===== src/rtl/countdown_timer.sv =====
// ---------------------------------------------------------------------------
// countdown_timer
//
// Loadable down-counter with terminal-count detection, used as a timeout and
// interval source. A loaded value is counted down to zero under `enable`;
// reaching the terminal edge pulses `expired` for one cycle, after which the
// timer either stops (one-shot) or reloads the last loaded value and repeats
// (periodic).
//
// Ports:
//   clock       in   1      rising-edge clock
//   reset       in   1      asynchronous, active-low reset
//   load        in   1      capture load_value into counter and reload register
//   load_value  in   WIDTH  start / reload count
//   enable      in   1      decrement qualifier (only meaningful while counting)
//   periodic    in   1      0 = one-shot, 1 = auto-reload at the terminal edge
//   value       out  WIDTH  current count (registered)
//   busy        out  1      high while counting (registered)
//   expired     out  1      one-cycle terminal-count pulse (registered)
// ---------------------------------------------------------------------------
module countdown_timer #(
  parameter int WIDTH = 4
) (
  input  logic             clock,
  input  logic             reset,
  input  logic             load,
  input  logic [WIDTH-1:0] load_value,
  input  logic             enable,
  input  logic             periodic,
  output logic [WIDTH-1:0] value,
  output logic             busy,
  output logic             expired
);

  typedef enum logic [0:0] {
    ST_IDLE  = 1'b0,
    ST_COUNT = 1'b1
  } state_t;

  localparam logic [WIDTH-1:0] VAL_ZERO = {WIDTH{1'b0}};
  localparam logic [WIDTH-1:0] VAL_ONE  = WIDTH'(1);

  state_t           state_q,   state_d;
  logic [WIDTH-1:0] value_q,   value_d;
  logic [WIDTH-1:0] reload_q,  reload_d;
  logic             busy_q,    busy_d;
  logic             expired_q, expired_d;

  // The terminal edge is the enabled edge taken while the count is 1. The
  // compare uses <= so that a count of 0 in COUNT (unreachable in normal
  // operation) still terminates instead of wrapping to all-ones.
  logic             at_terminal_s;

  // Next-state / next-output computation for the counter FSM.
  always_comb begin
    state_d       = state_q;
    value_d       = value_q;
    reload_d      = reload_q;
    expired_d     = 1'b0;
    at_terminal_s = (value_q <= VAL_ONE);

    if (load) begin
      // Load has priority over everything except reset, including a
      // coincident terminal edge, so no expiry is reported in that case.
      value_d  = load_value;
      reload_d = load_value;
      if (load_value != VAL_ZERO) begin
        state_d = ST_COUNT;
      end else begin
        state_d = ST_IDLE;
      end
    end else begin
      case (state_q)
        ST_COUNT: begin
          if (enable) begin
            if (at_terminal_s) begin
              expired_d = 1'b1;
              if (periodic) begin
                // Periodic mode jumps straight back to the reload value; the
                // count never shows 0 here.
                value_d = reload_q;
                state_d = ST_COUNT;
              end else begin
                value_d = VAL_ZERO;
                state_d = ST_IDLE;
              end
            end else begin
              value_d = value_q - VAL_ONE;
            end
          end else begin
            value_d = value_q;
          end
        end
        ST_IDLE: begin
          // Holding: enable is ignored and the count never underflows.
          value_d = value_q;
        end
        default: begin
          state_d = ST_IDLE;
          value_d = VAL_ZERO;
        end
      endcase
    end

    busy_d = (state_d == ST_COUNT);
  end

  // State, count, reload register and registered outputs.
  always_ff @(posedge clock or negedge reset) begin
    if (!reset) begin
      state_q   <= ST_IDLE;
      value_q   <= VAL_ZERO;
      reload_q  <= VAL_ZERO;
      busy_q    <= 1'b0;
      expired_q <= 1'b0;
    end else begin
      state_q   <= state_d;
      value_q   <= value_d;
      reload_q  <= reload_d;
      busy_q    <= busy_d;
      expired_q <= expired_d;
    end
  end

  assign value   = value_q;
  assign busy    = busy_q;
  assign expired = expired_q;

endmodule


===== config.mk =====
export PLATFORM = sky130hd
export DESIGN_NAME = countdown_timer
export DESIGN_NICKNAME = d
export VERILOG_FILES = /design/src/rtl/countdown_timer.sv
export SDC_FILE = /design/constraint.sdc
export NUM_CORES = 1
export LEC_CHECK = 0
export CELL_PAD_IN_SITES_DETAIL_PLACEMENT = 1
export CELL_PAD_IN_SITES_GLOBAL_PLACEMENT = 2
export CORE_UTILIZATION = 39
export CTS_BUF_LIST = sky130_fd_sc_hd__clkbuf_8
export DETAILED_ROUTE_END_ITERATION = 10
export DONT_BUFFER_PORTS = 1
export PLACE_DENSITY = 0.8
export SYNTH_ARGS = -nofsm -noshare
export SYNTH_HDL_FRONTEND = slang
export SYNTH_SLANG_ARGS = --single-unit

===== constraint.sdc =====
create_clock -name clock -period 2.26 [get_ports clock]
set_input_delay 0.452 -clock clock [delete_from_list [all_inputs] [get_ports clock]]
set_output_delay 0.452 -clock clock [all_outputs]
set_load 0.03 [all_outputs]

==> impl_metrics.toml <==
[status]
outcome = "finished clean"

[yosys]
synth_cell_types = 24
syn_inst = 59
yosys_warnings = 0
yosys-top-cells-area = "dfrtp_1, o21ai_0, inv_1"
synth_nets = 70
syn-cell-area_um2 = 541
ys_seq_area_share_pct = 46.3
synthFlopType = "dfrtp_1"
synth-seq-cells = 10
synth_async_sr_flop_share_pct = 100
synth_top_area_share_pct = 46.3
yosys-top-cells-count = "dfrtp_1, o21ai_0, inv_1, nand2_1, nor2_1"
synth.largest_area_cell = "dfrtp_1"
syn-mean-instance-area_um2 = 9.16
synth-edff-count = 0
synth.most_common_cell = "dfrtp_1"

[place]
hpwl_um = 975
gp_congestion = 0.697
io_buffer_count = 0
dp_slack_ns = 0.492

[global_route]
grt.total_usage_pct = 20.4
grt_remaining_overflow = 0
grt_max_degree = 16
grt_pass1_wl_um = 1990
grt_pass1_vias = 441
antenna_found_initial = 0

[final_layout]
areaGrowthSynthToFinish_pct = 15.0
diodes = 0
nNetsFinal = 77
drive_gt1_share_pct = 14.1

[critical_path]
path_buf_inv = 1
path_cells = "inv_1 -> ha_1 -> nor2_1 -> nor3_1 -> mux2_2 -> o211ai_1"
critical_path.startpoint_type = "flip-flop"
setup.worst_path.end_class = "flip-flop"
cp.required_ns = 2.40
cp_top_family = "simple AND/OR/NAND/NOR gates"
crit_slowest_cell = "dfrtp_1"
crit_fanout = 6
worst_path_largest_cell_delay_ns = 0.42
crit_type = "flip-flop to flip-flop"
cp_data_arrival_time_ns = 1.94

[timing]
fin_crit_ns = 1.80
tightest_slew_ns = 0.459
worst_slack_ns = 0.464
hold_viol = 0
rsz0062_at_grt = "false"
skew_ns = 0.000455
slew_headroom_pct = 69.3
whs_ns = 0.302
setup_viol = 0
finalSetupTns_ns = 0
finalMaxSlewViolations = 0
fin_crit_sh_pct = 79.4
max_clock_freq_ghz = 0.557

[power_and_ir_drop]
leakagePower_nw = 0.286
power.total_mw = 0.499
power_density_nw_per_um2 = 802
ir_drop_uv = 471

[clocking]
clk_pin_slew_ns = 0.04
clk_root_buffer_cell = "clkbuf_8"
cts_buffers = 3
clock_sinks = 10
postCtsSetupBuffers = 0
clk_path_buf_depth = 2
cts_hold_buf = 1
cts_resized = 0
clk_latency_ns = 0.23
cts_htree_levels = 1
cts_tree = "yes"

[route]
drc = 0
drtPass1Iterations = 2
routed_wl_um = 1260
wl_per_cell_um = 16.0
vias = 450
antenna_left = 0
vias_per_cell = 5.70
first_iter_violations = 5

[floorplan]
die_w_um = 39.2
dieArea_um2 = 1540
die_height_um = 39.2
top_level_ports = 15
start_util_pct = 41.5
core_area_um2 = 1300
rows = 13

[run]
max-cap-violations = 0

[hold_path]
holdCritPathClass = "input port to flip-flop"
[path summary, 6_finish.rpt]
kind / from / end / slack (ns) / cells after the start
setup / recovery: value[0] / value[1] / 0.46 / 6
hold / removal: load / value[0] / 0.30 / 1
setup reg to reg: value[0] / value[1] / 0.46 / 6
hold reg to reg: reload_q[1] / reload_q[1] / 0.53 / 2
max in group asynchronous: reset / value[3] / 1.33 / 1
min in group asynchronous: reset / reload_q[1] / 0.61 / 1
[per-layer routing]
| layer | vias up | track usage, % | wire (um) |
|---|---|---|---|
| met5 | - | 0 | 0 |
| met3 | 2 | 4.05 | 63 |
| li1 | 219 | - | - |
| met4 | 0 | 12.9 | 12 |
| met2 | 14 | 27.1 | 583 |
| met1 | 215 | 29.2 | 603 |
[area by class of cell]
cell class / count / area (um2)
multi-input cells: 41 / 260
repair buffers: 3 / 25.0
flip-flops and latches: 10 / 250
clock buffers: 3 / 41.3
inverters: 7 / 26.3
fillers: 162 / 679
well taps: 15 / 18.8
[cell usage in the layout, fill, tap and decap left out, drive strengths merged, types with 2 or more instances in the layout]
master	count
o21ai	9
nand2	8
a21oi	2
nor2	4
o211ai	2
buf	2
clkbuf	3
ha	2
dfrtp	10
inv	7
o41ai	2
[state kept, by name (all words and copies together), names as in the netlist]
| signal | flops |
|---|---|
| reload_q | 4 |
| expired | 1 |
| value | 4 |
| busy | 1 |
[power breakdown]
group	internal [mW]	switching [mW]	leakage [nW]
registers	0.197	0.0306	0.122
logic	0.0411	0.0564	0.142
clock network	0.116	0.0582	0.0216
total	0.354	0.145	0.286
[cells by family (layout without fill, tap and decap cells)]
kind of cell / count (synthesis) / after routing / share of synthesized area [%]
mux: 1 / 1 / 2.08
flops: 10 / 10 / 46.3
fa+ha+maj: 2 / 2 / 4.63
compound gates: 19 / 19 / 23.1
simple gates: 19 / 19 / 18.3
buf+inv: 8 / 13 / 5.56
[through the flow]
stage | area [um2] | utilization, % | cells
final | 622 | 47.8 | 79
after global placement | 571 | 43.8 | 75
after global routing | 622 | 47.8 | 79
after floorplan | 541 | - | 59
after detailed placement | 571 | 43.8 | 75
after CTS | 622 | 47.8 | 79
(Power assumes the default switching activity.)
